**src/rtl/riscv_pkg.sv**
```systemverilog
`default_nettype none
// +----------------------------------------------------------------------+
// | riscv_pkg: shared RV32 constants and fetch-cycle classification       |
// | Rev 1.0                                                               |
// +----------------------------------------------------------------------+
package riscv_pkg;

  localparam int unsigned      XLEN             = 32;
  localparam logic [XLEN-1:0]  NOP_INSTR        = 32'h0000_0013;  // addi x0,x0,0
  localparam logic [XLEN-1:0]  RESET_PC_DEFAULT = 32'h0000_0000;

  typedef enum logic [2:0] {
    CYC_HOLD     = 3'd0,
    CYC_REDIRECT = 3'd1,
    CYC_FLUSH    = 3'd2,
    CYC_WAIT     = 3'd3,
    CYC_NORMAL   = 3'd4
  } fetch_cycle_e;

endpackage
`default_nettype wire

```
**src/rtl/if_id_register.sv**
```systemverilog
`default_nettype none
// +----------------------------------------------------------------------+
// | if_id_register: IF/ID pipeline latch with hold and bubble insertion   |
// | Rev 1.0                                                               |
// +----------------------------------------------------------------------+
module if_id_register
  import riscv_pkg::*;
#(
  parameter logic [XLEN-1:0] RESET_PC = RESET_PC_DEFAULT
) (
  input  logic            clk,
  input  logic            rst_n,
  input  logic            we_i,
  input  logic            bubble_i,
  input  logic [XLEN-1:0] pc_i,
  input  logic [XLEN-1:0] pc_plus4_i,
  input  logic [XLEN-1:0] instr_i,
  output logic [XLEN-1:0] pc_o,
  output logic [XLEN-1:0] pc_plus4_o,
  output logic [XLEN-1:0] instr_o,
  output logic            valid_o
);

  logic [XLEN-1:0] pc_q, pc_plus4_q, instr_q;
  logic            valid_q;

  always_ff @(posedge clk) begin
    if (!rst_n) begin
      pc_q       <= RESET_PC;
      pc_plus4_q <= RESET_PC + 32'd4;
      instr_q    <= NOP_INSTR;
      valid_q    <= 1'b0;
    end else if (we_i) begin
      // A bubble still records the PC so later stages see a coherent address.
      pc_q       <= pc_i;
      pc_plus4_q <= pc_plus4_i;
      instr_q    <= bubble_i ? NOP_INSTR : instr_i;
      valid_q    <= ~bubble_i;
    end
  end

  assign pc_o       = pc_q;
  assign pc_plus4_o = pc_plus4_q;
  assign instr_o    = instr_q;
  assign valid_o    = valid_q;

endmodule
`default_nettype wire

```
**src/rtl/fetch_stage.sv**
```systemverilog
`default_nettype none
// +----------------------------------------------------------------------+
// | fetch_stage: PC register, fetch classification and IF/ID hand-off    |
// | Rev 1.0                                                               |
// +----------------------------------------------------------------------+
module fetch_stage
  import riscv_pkg::*;
#(
  parameter logic [XLEN-1:0] RESET_PC = RESET_PC_DEFAULT
) (
  input  logic            clk,
  input  logic            rst_n,
  input  logic            pc_write,
  input  logic            if_id_write,
  input  logic            if_id_flush,
  input  logic            redirect_valid,
  input  logic [XLEN-1:0] redirect_pc,
  output logic [XLEN-1:0] imem_addr,
  output logic            imem_req,
  input  logic [XLEN-1:0] imem_rdata,
  input  logic            imem_ready,
  output logic [XLEN-1:0] pc_d,
  output logic [XLEN-1:0] pc_plus4_d,
  output logic [XLEN-1:0] instr_d,
  output logic            valid_d
);

  logic [XLEN-1:0] pc_q, pc_next_d, pc_plus4, redirect_target;
  fetch_cycle_e    cycle_kind;
  logic            ifid_we, ifid_bubble;

  assign pc_plus4        = pc_q + 32'd4;
  assign redirect_target = redirect_pc & ~32'h0000_0003;

  always_comb begin
    cycle_kind = CYC_NORMAL;
    if (!if_id_write || !pc_write) cycle_kind = CYC_HOLD;
    else if (redirect_valid)       cycle_kind = CYC_REDIRECT;
    else if (if_id_flush)          cycle_kind = CYC_FLUSH;
    else if (!imem_ready)          cycle_kind = CYC_WAIT;
  end

  always_comb begin
    pc_next_d   = pc_q;
    ifid_we     = 1'b1;
    ifid_bubble = 1'b1;
    unique case (cycle_kind)
      CYC_HOLD:     ifid_we   = 1'b0;
      CYC_REDIRECT: pc_next_d = redirect_target;
      CYC_FLUSH:    pc_next_d = imem_ready ? pc_plus4 : pc_q;
      CYC_WAIT:     pc_next_d = pc_q;
      CYC_NORMAL: begin
        pc_next_d   = pc_plus4;
        ifid_bubble = 1'b0;
      end
      default:      pc_next_d = pc_q;
    endcase
  end

  always_ff @(posedge clk) begin
    if (!rst_n) pc_q <= RESET_PC;
    else        pc_q <= pc_next_d;
  end

  assign imem_addr = pc_q;
  assign imem_req  = rst_n;

  if_id_register #(.RESET_PC(RESET_PC)) u_if_id (
    .clk        (clk),
    .rst_n      (rst_n),
    .we_i       (ifid_we),
    .bubble_i   (ifid_bubble),
    .pc_i       (pc_q),
    .pc_plus4_i (pc_plus4),
    .instr_i    (imem_rdata),
    .pc_o       (pc_d),
    .pc_plus4_o (pc_plus4_d),
    .instr_o    (instr_d),
    .valid_o    (valid_d)
  );

endmodule
`default_nettype wire

```
**config.mk**
```make
export PLATFORM = sky130hd
export DESIGN_NAME = fetch_stage
export DESIGN_NICKNAME = d
export VERILOG_FILES = /design/src/rtl/riscv_pkg.sv /design/src/rtl/if_id_register.sv /design/src/rtl/fetch_stage.sv
export SDC_FILE = /design/constraint.sdc
export NUM_CORES = 1
export LEC_CHECK = 0
export CORE_ASPECT_RATIO = 0.75
export CORE_MARGIN = 3
export CORE_UTILIZATION = 30
export DETAILED_ROUTE_END_ITERATION = 8
export SYNTH_ARGS = -nofsm -noshare
export SYNTH_HDL_FRONTEND = slang
export SYNTH_SLANG_ARGS = --single-unit
export TNS_END_PERCENT = 100
```
**constraint.sdc**
```tcl
create_clock -name clk -period 3.15 [get_ports clk]
set_input_delay 0.7875 -clock clk [delete_from_list [all_inputs] [get_ports clk]]
set_output_delay 0.7875 -clock clk [all_outputs]
set_load 0.01 [all_outputs]
```
# After elaboration in Yosys (flattened, before gate mapping)
# Index checks and enable logic that the tools add are counted.
# word_totals
reg_bits,129
in_bits,71
output_inout_bits,130
word_cells,23
# classes
n_addsub,1
eq_ne,4
mux,7
reduce_logical,6
# ops
op,count
$pmux 32 s3,1
$mux 32,2
$add 32x3->32 const B,1
$mux 3,4
$eq 3x1->1 const B,1
$eq 3x2->1 const B,1
$eq 3x3->1 const B,1
$logic_not 3->1,1
$reduce_bool 3->1,1
$logic_not 1->1,2
$ne 2x2->1 const B,1
$reduce_and 2->1,1
$logic_or 1x1->1,1

# Longest topological paths before layout
# depth
depth_word,7
mapped_depth,8

# Modules after synthesis
# From an unflattened synthesis, not the netlist that was laid out.
# unflattened
cells_unflattened,646
hier_area_um2,6018.3
# by_module_without_submodules
mod,n_inst,cells_per_inst,area_each_um2,seq_area_each_um2
if_id_register,1,353,3781.1,1941.9
fetch_stage,1,293,2237.1,600.6

# Least setup slack after synthesis
# OpenSTA, ideal clock, no wires.
# synth_timing
kind,input-to-reg
start,input if_id_write
end,"register pc_q[20], in the netlist imem_addr[20]"
setup_ns,0.115
arrival_ns,2.076
path_slack_ns,0.959
stages,7
path_buffers,3
path_cell_list,and2_1 -> clkbuf_1 -> o21ai_0 -> clkbuf_1 -> buf_1 -> a21oi_1 -> o21ba_2
# synth_between
elab_chain_cells,6
elab_cells_between_ends,10
cone_classes,4 x eq/ne; 2 x mux; 4 x reduce/logical
# synth_rtl
item,line_no,text
start: declaration,fetch_stage.sv:14,"input logic if_id_write,"
$logic_not 1->1 (*),fetch_stage.sv:37,if (!if_id_write || !pc_write) cycle_kind = CYC_HOLD;
$logic_or 1x1->1 (*),fetch_stage.sv:37,
$mux 3 (*),fetch_stage.sv:37,
$eq 3x2->1 (tied with other cells),fetch_stage.sv:47,unique case (cycle_kind)
$ne 2x2->1 (no line) / $reduce_bool 3->1 (equally long branches),-,
$reduce_and 2->1 (no line),-,
end signal: assignment,fetch_stage.sv:62,else pc_q <= pc_next_d;
end: declaration,fetch_stage.sv:28,"logic [XLEN-1:0] pc_q, pc_next_d, pc_plus4, redirect_target;"
# Mark *: on every way between the ends. The rest lies on a longest branch, timed or not.
# A chain may end at the register's enable or synchronous reset.

# Worst setup path in the final report
# layout_timing
start,input rst_n
end,output imem_req
# layout_lines
item,line_no,text
start: declaration,fetch_stage.sv:12,"input logic rst_n,"
end: declaration,fetch_stage.sv:19,"output logic imem_req,"
# No word-level cell between the ends.

==> impl_metrics.toml <==
[final_layout]
layout-drive-gt1-share = 0.0947
most-common-layout-cells = "192 x sky130_fd_sc_hd__clkdlybuf4s50_1, 123 x sky130_fd_sc_hd__dfxtp_1, 109 x sky130_fd_sc_hd__nand2_1, 74 x sky130_fd_sc_hd__a21oi_1, 64 x sky130_fd_sc_hd__nor2_1"
final_net_count = 914
layout_commonest_cell = "sky130_fd_sc_hd__clkdlybuf4s50_1"
final.fill_count = 1702
antenna-diode-count = 0
layout.cells.non_filler = 1091
areaGrowthSynthToFinish_pct = 52.4

[worst_setup_path]
buffer_and_inverter_count_on_the_worst_path = 2
cp_top_family = "buffers and inverters"
cp_max_fo = 2
critPathLaunchType = "input port"
arrival_ns = 1.82
critical-path-max-stage-delay_ns = 0.54
worst_path_max_delay_cell = "sky130_fd_sc_hd__clkdlybuf4s50_1"
end_kind = "output pin"
cp_data_required_time_ns = 2.36
critical-path-top-cell-by-count = "sky130_fd_sc_hd__clkdlybuf4s50_1"
cp_class = "in -> out"
critical_path.cell_chain = "clkdlybuf4s50_1 > clkdlybuf4s50_1"

[synthesis]
synth_warnings = 0
post_synth_fa_ha_maj_area_fraction = 0.00233
netlist_area_before_placement_um2 = 5380
synth_flop_cell = "sky130_fd_sc_hd__dfxtp_1"
post_synth.cell_area_avg_um2 = 8.17
xor_xnor_portion_of_the_synthesized_cell_area = 0.0440
post_synth_and_or_nand_nor_area_fraction = 0.220
yosys_register_bits = 123
post_synth_num_cell_types = 55
synthesis.instances = 658
post_synth_mux_area_share = 0.00605
synth_async_sr_flop_share = 0
synth_compound_gate_area_share = 0.217
synth-seq-area-share = 0.458
synth_top_family_by_area = "simple AND/OR/NAND/NOR gates"
synth_enable_flop_cells = 0

[placed_design]
placement.io_buffers = 192
hpwlAfterDp_um = 13200
dp_cells = 1059
gp_routability_congestion = 0.821
dp_slack_ns = 0.359

[sta]
timing_worst_slew_pin_value_ns = 0.693
post-route-worst-setup-slack_ns = 0.547
period_needed_ns = 2.60
setup_viol_count_final = 0
hold_viol_final = 0
fmax_mhz = 384
final_max_slew_viol_count = 0
finClkSkew_ns = 0.00742
setup-tns-final_ns = 0
period_share = 0.826
timing.hold.ws_ns = 0.452
rsz0062_at_grt = "false"
timing.slew.headroom = 0.538

[global_route]
grt_pass1_vias = 4984
initial_antenna_violation_count = 0
grt_pass1_wl_um = 28800
track_usage = 0.189
grt_max_degree = 65
grt.overflow.total = 0

[power_and_ir_drop]
power_switching_share = 0.238
cellLeakagePower_nw = 2.85
peakVddDrop_mv = 0.337
report.power.total_w = 0.00412
pwr_density_nw_per_um2 = 503
internal-power_w = 0.00314
seq_power_share = 0.401
combinationalPowerShare = 0.109
netSwitchingPower_w = 0.000980
p_clk_frac = 0.491

[die]
chipWidth_um = 161
start_util = 0.313
design.portCount = 201
die_height_um = 122
rows = 41
core_region_area_um2 = 17200
die-area_um2 = 19600

[clock_tree]
tritoncts_clock_tree = "yes"
clk_tree_root_cell = "sky130_fd_sc_hd__clkbuf_16"
clock_sink_count = 123
cts_repair_resize_count = 0
ctsHtreeMaxLevel = 4
cts-buffers-inserted = 17
cts_setup_buffers = 0
max-clock-path-buffers = 2
clock_latency_ns = 0.42
post_cts_hold_buffer_count = 0
worst_setup_hold_path_clk_slew_ns = 0.05

[status]
outcome = "finished clean"

[drt]
routed_wirelength_um = 18800
routed_via_density = 4.97
drcViolationCount = 0
drt_pre_antenna_iters = 4
detailroute.via_count = 5420
first_drt_iteration_drcs = 400
ant_nets = 0
post_drt_wl_per_cell_um = 17.3

[job]
maxCapViolations = 0

[hold_path]
hp-class = "reg -> reg"
metrics by stage:
step | utilization | area, µm²
after floorplan | - | 5390
final | 0.477 | 8190
after detailed placement | 0.441 | 7580
after global routing | 0.477 | 8190
after global placement | 0.441 | 7580
after CTS | 0.477 | 8190
cell families after synthesis:
kind of cell             count (synthesis)
buffers and inverters                   65
adder cells (fa/ha/maj)                  1
AO/OA/AOI/OAI                          187
multiplexers                             3
XOR/XNOR                                27
other                                    1
flip-flops                             123
AND/OR/NAND/NOR                        251
power by group through the flow:
| stage | logic (W) | registers, W | clock network, W |
|---|---|---|---|
| floorplan | 0.000174 | 0.00170 | 0 |
| global placement | 0.000445 | 0.00168 | 0 |
| detailed placement | 0.000446 | 0.00168 | 0 |
| CTS | 0.000449 | 0.00165 | 0.00208 |
| global route | 0.000484 | 0.00166 | 0.00214 |
| finish | 0.000448 | 0.00165 | 0.00202 |
layout make-up:
class / instances / area, µm² / share of cell area
tap: 236 / 295 / 0.0360
timing repair buffer: 221 / 2140 / 0.261
inverter: 4 / 15.0 / 0.00183
clock inverter: 10 / 140 / 0.0171
multi-input combinational: 475 / 2670 / 0.326
clock buffer: 22 / 474 / 0.0579
sequential: 123 / 2460 / 0.301
cells in the mapped netlist (6+ instances only):
| library cell | count | area share |
|---|---|---|
| sky130_fd_sc_hd__dfxtp_1 | 123 | 0.46 |
| sky130_fd_sc_hd__nand2_1 | 110 | 0.077 |
| sky130_fd_sc_hd__a21oi_1 | 74 | 0.069 |
| sky130_fd_sc_hd__nor2_1 | 65 | 0.045 |
| sky130_fd_sc_hd__clkbuf_1 | 37 | 0.026 |
| sky130_fd_sc_hd__a22oi_1 | 32 | 0.045 |
| sky130_fd_sc_hd__o21ai_0 | 28 | 0.026 |
| sky130_fd_sc_hd__xor2_1 | 16 | 0.026 |
| sky130_fd_sc_hd__a211oi_1 | 11 | 0.015 |
| sky130_fd_sc_hd__nand3_1 | 11 | 0.010 |
| sky130_fd_sc_hd__xnor2_1 | 11 | 0.018 |
| sky130_fd_sc_hd__or3_1 | 10 | 0.012 |
| sky130_fd_sc_hd__buf_1 | 9 | 0.0063 |
| sky130_fd_sc_hd__and3_1 | 8 | 0.0093 |
| sky130_fd_sc_hd__nand4_1 | 8 | 0.0093 |
| sky130_fd_sc_hd__o22ai_1 | 8 | 0.0093 |
| sky130_fd_sc_hd__buf_2 | 7 | 0.0065 |
| sky130_fd_sc_hd__buf_4 | 7 | 0.0098 |
| sky130_fd_sc_hd__o21a_1 | 7 | 0.0098 |
| sky130_fd_sc_hd__nor3_1 | 6 | 0.0056 |
| sky130_fd_sc_hd__o31a_1 | 6 | 0.0098 |
worst min-delay path, delay by kind of cell, from the launching register on:
family	cells	cell delay [ns]
DFF	1	0.30
and+or+nand+nor	1	0.05
AOI/OAI and AO/OA	1	0.05
layer usage:
layer  routed length [µm]  track usage  vias to the layer above
li1                     -            -                     2669
met5                    0            0                        -
met1                 9640        0.280                     2540
met4                  177       0.0547                        0
met3                 1450       0.0595                       16
met2                 7570        0.258                      195
flip-flops by register name (all words and copies together), names as in the netlist:
name,count
imem_addr,30
u_if_id.valid_o,1
u_if_id.pc_o,30
u_if_id.instr_o,32
u_if_id.pc_plus4_o,30
path summary, 6_finish.rpt:
kind	start	end	slack (ns)	depth (start not counted)
max reg2reg	imem_addr[2]	imem_addr[14]	0.86	8
min	u_if_id.pc_o[31]	u_if_id.pc_o[31]	0.45	2
max	rst_n	imem_req	0.55	2
min reg2reg	u_if_id.pc_o[31]	u_if_id.pc_o[31]	0.45	2
Power figures use the tool's default switching activity.
